[src/rtl/cp0_exception_sequencer.sv]
// cp0_exception_sequencer
//   Owns the single write port of CP0 (SR=12, Cause=13, EPC=14, PRId=15).
//   Arbitrates between pipeline mtc0 writes and hardware events (interrupts,
//   synchronous exceptions, eret). It walks the multi-cycle CP0 update for
//   each event, stalls the pipeline meanwhile, and finishes with a one-cycle
//   flush plus PC redirect.
//
// Ports
//   clk, reset         rising-edge clock, synchronous active-low reset
//   hw_int             level-sensitive interrupt requests (Cause/SR bits 15:10)
//   exc_req/exc_code   M-stage exception request and its ExcCode
//   exc_pc/exc_bd      PC of the M-stage instruction, branch-delay-slot flag
//   eret_req           M-stage eret
//   sw_we/addr/wdata   mtc0 write request from the pipeline
//   sr_value/epc_value current SR and EPC contents from CP0
//   cp0_we/addr/wdata  CP0 write port
//   stall              freeze the pipeline
//   flush, redirect    one-cycle pulses: kill in-flight work, load redirect_pc
//   redirect_pc        next fetch address
module cp0_exception_sequencer #(
    parameter logic [31:0] HANDLER_PC = 32'h0000_4180,
    parameter int          NUM_HWINT  = 6
) (
    input  logic                 clk,
    input  logic                 reset,
    input  logic [NUM_HWINT-1:0] hw_int,
    input  logic                 exc_req,
    input  logic [4:0]           exc_code,
    input  logic [31:0]          exc_pc,
    input  logic                 exc_bd,
    input  logic                 eret_req,
    input  logic                 sw_we,
    input  logic [4:0]           sw_addr,
    input  logic [31:0]          sw_wdata,
    input  logic [31:0]          sr_value,
    input  logic [31:0]          epc_value,
    output logic                 cp0_we,
    output logic [4:0]           cp0_addr,
    output logic [31:0]          cp0_wdata,
    output logic                 stall,
    output logic                 flush,
    output logic                 redirect,
    output logic [31:0]          redirect_pc
);

    localparam logic [4:0] ADDR_SR    = 5'd12;
    localparam logic [4:0] ADDR_CAUSE = 5'd13;
    localparam logic [4:0] ADDR_EPC   = 5'd14;

    typedef enum logic [2:0] {
        IDLE,
        W_EPC,
        W_CAUSE,
        W_SR,
        JUMP,
        E_SR,
        E_JUMP
    } state_t;

    state_t               state;
    logic [4:0]           code_q;
    logic [31:0]          pc_q;
    logic                 bd_q;
    logic [NUM_HWINT-1:0] ip_q;
    logic                 exl_q;

    logic int_pend;
    logic trap_evt;

    // An interrupt is only taken when enabled (IE) and not already in EXL.
    assign int_pend = (|(hw_int & sr_value[10 +: NUM_HWINT])) & sr_value[0] & ~sr_value[1];
    assign trap_evt = int_pend | exc_req;

    always_ff @(posedge clk) begin
        if (!reset) begin
            state  <= IDLE;
            code_q <= '0;
            pc_q   <= '0;
            bd_q   <= 1'b0;
            ip_q   <= '0;
            exl_q  <= 1'b0;
        end else begin
            case (state)
                IDLE: begin
                    if (trap_evt) begin
                        // Interrupts carry ExcCode 0 and take over the
                        // M-stage instruction's PC/BD as the restart point.
                        code_q <= int_pend ? 5'd0 : exc_code;
                        pc_q   <= exc_pc;
                        bd_q   <= exc_bd;
                        ip_q   <= hw_int;
                        exl_q  <= sr_value[1];
                        // Nested exception: EPC must keep the outer return point.
                        state  <= sr_value[1] ? W_CAUSE : W_EPC;
                    end else if (eret_req) begin
                        state <= E_SR;
                    end
                end
                W_EPC:   state <= W_CAUSE;
                W_CAUSE: state <= W_SR;
                W_SR:    state <= JUMP;
                JUMP:    state <= IDLE;
                E_SR:    state <= E_JUMP;
                E_JUMP:  state <= IDLE;
                default: state <= IDLE;
            endcase
        end
    end

    always_comb begin
        cp0_we      = 1'b0;
        cp0_addr    = 5'd0;
        cp0_wdata   = 32'd0;
        stall       = 1'b0;
        flush       = 1'b0;
        redirect    = 1'b0;
        redirect_pc = 32'd0;
        if (reset) begin
            case (state)
                IDLE: begin
                    if (trap_evt || eret_req) begin
                        // Accept cycle: freeze now and drop any coincident mtc0.
                        stall = 1'b1;
                    end else begin
                        cp0_we    = sw_we;
                        cp0_addr  = sw_addr;
                        cp0_wdata = sw_wdata;
                    end
                end
                W_EPC: begin
                    stall     = 1'b1;
                    cp0_we    = 1'b1;
                    cp0_addr  = ADDR_EPC;
                    cp0_wdata = bd_q ? (pc_q - 32'd4) : pc_q;
                end
                W_CAUSE: begin
                    stall     = 1'b1;
                    cp0_we    = 1'b1;
                    cp0_addr  = ADDR_CAUSE;
                    // Under EXL the old BD cannot be read back, so BD is written as 0.
                    cp0_wdata = {bd_q & ~exl_q, 15'b0, ip_q, 3'b0, code_q, 2'b0};
                end
                W_SR: begin
                    stall     = 1'b1;
                    cp0_we    = 1'b1;
                    cp0_addr  = ADDR_SR;
                    cp0_wdata = sr_value | 32'h2;
                end
                JUMP: begin
                    stall       = 1'b1;
                    flush       = 1'b1;
                    redirect    = 1'b1;
                    redirect_pc = HANDLER_PC;
                end
                E_SR: begin
                    stall     = 1'b1;
                    cp0_we    = 1'b1;
                    cp0_addr  = ADDR_SR;
                    cp0_wdata = sr_value & ~32'h2;
                end
                E_JUMP: begin
                    stall       = 1'b1;
                    flush       = 1'b1;
                    redirect    = 1'b1;
                    redirect_pc = epc_value;
                end
                default: begin
                    stall = 1'b1;
                end
            endcase
        end
    end

endmodule

[config.mk]
export PLATFORM = sky130hd
export DESIGN_NAME = cp0_exception_sequencer
export DESIGN_NICKNAME = d
export VERILOG_FILES = /design/src/rtl/cp0_exception_sequencer.sv
export SDC_FILE = /design/constraint.sdc
export NUM_CORES = 1
export LEC_CHECK = 0
export BUFFER_PORTS_ARGS = -buffer_cell sky130_fd_sc_hd__buf_4
export CAP_MARGIN = 20
export CORE_ASPECT_RATIO = 1.25
export CORE_MARGIN = 5
export CORE_UTILIZATION = 44
export DETAILED_ROUTE_END_ITERATION = 8
export GPL_ROUTABILITY_DRIVEN = 0
export PLACE_DENSITY_LB_ADDON = 0.15
export SLEW_MARGIN = 20
export SYNTH_ARGS = -nofsm -noshare
export SYNTH_HDL_FRONTEND = slang
export SYNTH_SLANG_ARGS = --single-unit
[constraint.sdc]
create_clock -name clk -period 2.56 [get_ports clk]
set_input_delay 0.128 -clock clk [delete_from_list [all_inputs] [get_ports clk]]
set_output_delay 0.128 -clock clk [all_outputs]
set_load 0.02 [all_outputs]
==> metrics.csv <==
stage;metric;value;unit
global_route;initial antenna violation count;0;
status;status;complete, but fails checks;
global_route;largest net degree at the start of global routing;52;
layout;post-layout util;73.4;%
flow_run;max cap viols;0;
drt;drt total wl;15.7;mm
layout;share of post-route cells with drive strength above 1;45.0;%
floorplanning;Die H;111;um
drt;Detailed Route Iter0 Violations;460;
drt;vias per inst;5.96;
status;failing checks;setup timing;
yosys;top cells by area, synth;dfxtp_1 (27%), nand2_1 (11%), a21boi_0 (8.4%), and3_1 (5.3%), a21oi_1 (4.9%);
global_route;first-pass GRT wire length;23.0;mm
yosys;Post-Syn Instances;496;
sta;endpoints failing setup;10;
floorplanning;DIE AREA;0.0100;mm^2
drt;Antenna Nets Post-Route;0;
layout;area added between synthesis and finish;62.1;%
layout;Antenna Cells;0;
yosys;share of the synthesized area in the top cell type;26.9;%
layout;Final nets;867;
clock_network;buffer depth of the longest clock path;2;
pwr;Max VDD drop;0.379;mV
floorplanning;Core Box Area;0.00788;mm^2
sta;fmax;0.366;GHz
floorplanning;Starting Density;45.3;%
clock_network;CTS Root Cell;clkbuf_8;
yosys;Synth Area per Inst;7.20;um^2
drt;WL/cell;19.3;um
sta;Fin. Hold Viols;0;
worst_hold_path;hold wc startpoint;exc_code[1];
worst_setup_path;WP data required;2.43;ns
sta;Final Max Tran Viols;0;
worst_setup_path;critical path class;register to primary output;
sta;clk_skew;0.0154;ns
layout;Fillers;635;
worst_setup_path;crit path from;pc_q[23];
placed_design;Setup WS pre-CTS;0.119;ns
worst_setup_path;Critical Path Fanout Max;6;
placed_design;DP Wirelength;11.5;mm
pwr;Pwr per Cell Area;491;mW/mm^2
yosys;asr flop ratio synth;0;%
yosys;synth warn;0;
clock_network;Clk pin slew, worst setup/hold paths;0.10;ns
clock_network;Worst-Skew Late Latency;0.31;ns
yosys;Post-synth EDFFs;0;
placed_design;IO buf count;222;
sta;Slew HR;56.7;%
drt;drt first pass iters;6;
yosys;register bit count reported by yosys;48;
sta;Final WS setup;-0.174;ns
worst_setup_path;crit path buf inv count;2;
worst_setup_path;endpoint class of the critical path;primary output;
sta;worst slew pin tran;0.648;ns
yosys;Post-Synthesis Cell Area;0.00357;mm^2
yosys;most used flip-flop cell after synthesis;dfxtp_1;
worst_setup_path;CP max-delay cell;or4_4;
yosys;largest area contributor in the netlist;dfxtp_1;
worst_hold_path;Worst Hold Class;primary input to register;
drt;via count;4842;
sta;minimum clock period;2.73;ns
floorplanning;row count;36;
global_route;total track usage;27.6;%
worst_setup_path;Top delay family on crit path;simple AND/OR/NAND/NOR gates;
worst_setup_path;worst flop-to-flop path startpoint;state[0];
worst_setup_path;CP Cell Sequence;or4_4 > or3_2 > nor4b_4 > xnor2_1 > o22ai_1 > buf_4 > buf_6;
clock_network;CTS tree;done;
floorplanning;Top Ports;223;
global_route;vias in the first global route;4446;
clock_network;# clock sinks;48;
sta;Final period util;107;%
worst_setup_path;Setup crit start kind;register;
pwr;Leakage;2.66;nW
yosys;most common cell in the netlist;nand2_1;
yosys;count of different cell masters after synthesis;53;
yosys;top post-synthesis cells by count;nand2_1 (100), dfxtp_1 (48), a21boi_0 (40);
drt;Residual DRC;0;
worst_setup_path;worst stage delay on the critical path;0.56;ns
yosys;syn_nets;647;
worst_setup_path;crit path DAT;2.61;ns
sta;RSZ-0062 raised after global routing;yes;
clock_network;TritonCTS buffer count;5;
yosys;Seq/Total Area, Yosys;26.9;%
floorplanning;die width;90.6;um
clock_network;htree depth;2;
global_route;gr ovfl total;0;
[power breakdown]
| part | switching (mW) | total (mW) | internal (mW) |
|---|---|---|---|
| logic | 0.775 | 1.42 | 0.647 |
| clock network | 0.263 | 0.483 | 0.220 |
| registers | 0.103 | 0.937 | 0.834 |
| total | 1.14 | 2.84 | 1.70 |
[sequential cells by signal, summed over array words and instances, names as in the netlist]
name / cells
pc_q: 32
ip_q: 6
state: 3
exl_q: 1
bd_q: 1
code_q: 5
[timing repair]
action / 4_1_cts / 5_1_grt
pin swaps: 7 / 14
hold buffers: 0 / 0
gates cloned: 1 / 1
setup endpoints to repair: 10 / 22
gates resized for setup: 22 / 40
buffers inserted: 4 / 3
[metrics by stage]
| stage | total power [mW] | cells | hold slack (ns) | TNS (ns) | cell area (um^2) |
|---|---|---|---|---|---|
| finish | 2.84 | 812 | 0.0220 | -1.20 | 5790 |
| global route | 2.98 | 812 | 0.0175 | -1.81 | 5790 |
| CTS | 2.70 | 808 | 0.0215 | -0.925 | 5590 |
| detailed placement | 2.18 | 795 | 0.344 | 0 | 5400 |
| global placement | 2.15 | 795 | 0.342 | 0 | 5400 |
| floorplan | 1.65 | 496 | 0.254 | 0 | 3570 |
[metal layers]
layer | vias to the layer above | track usage, % | wire length [um]
li1 | 2253 | - | -
met1 | 2271 | 32.0 | 5640
met2 | 289 | 49.2 | 8060
met3 | 29 | 6.92 | 1610
met4 | 0 | 8.14 | 361
met5 | - | 0 | 0
[cell usage in the layout (no fill, tap or decap), types with 6 or more instances in the layout]
master,n
a21boi_0,40
or3_1,6
a222oi_1,11
clkbuf_8,6
or4_4,7
dfxtp_1,40
dfxtp_2,7
nor4_1,7
xnor2_1,9
nand2_1,100
buf_4,252
nor2_1,24
xor2_1,6
nor3_1,7
and3_1,29
inv_1,6
a22oi_1,18
a21oi_1,34
[worst paths after layout]
| check | slack (ns) | endpoint | cells after the start |
|---|---|---|---|
| min | 0.02 | code_q[1] | 2 |
| max | -0.17 | cp0_wdata[31] | 7 |
| min reg2reg | 0.47 | ip_q[3] | 2 |
| max reg2reg | 0.74 | pc_q[3] | 5 |
[layout make-up]
| class | count | area (um^2) | share of cell area [%] |
|---|---|---|---|
| multi-input combinational | 395 | 2600 | 44.9 |
| inverter | 7 | 28.8 | 0.497 |
| sequential | 48 | 973 | 16.8 |
| clock buffer | 7 | 86.3 | 1.49 |
| clock inverter | 1 | 7.51 | 0.130 |
| timing repair buffer | 259 | 1970 | 34.1 |
| tap | 95 | 119 | 2.05 |
[logic make-up after synthesis]
| logic type | share of synthesized area [%] |
|---|---|
| flip-flops | 26.9 |
| buffers and inverters | 6.38 |
| multiplexers | 0.561 |
| AND/OR/NAND/NOR | 31.9 |
| XOR/XNOR | 3.68 |
| adder cells (fa/ha/maj) | 0.350 |
| AO/OA/AOI/OAI | 30.2 |
[worst register-to-register path: cells and delay by family (launching register included)]
family,cells,cell delay [ns]
AND/OR/NAND/NOR,3,0.74
buffers and inverters,1,0.32
flip-flops,1,0.43
AO/OA/AOI/OAI,1,0.24
Power figures use the tool's default switching activity.
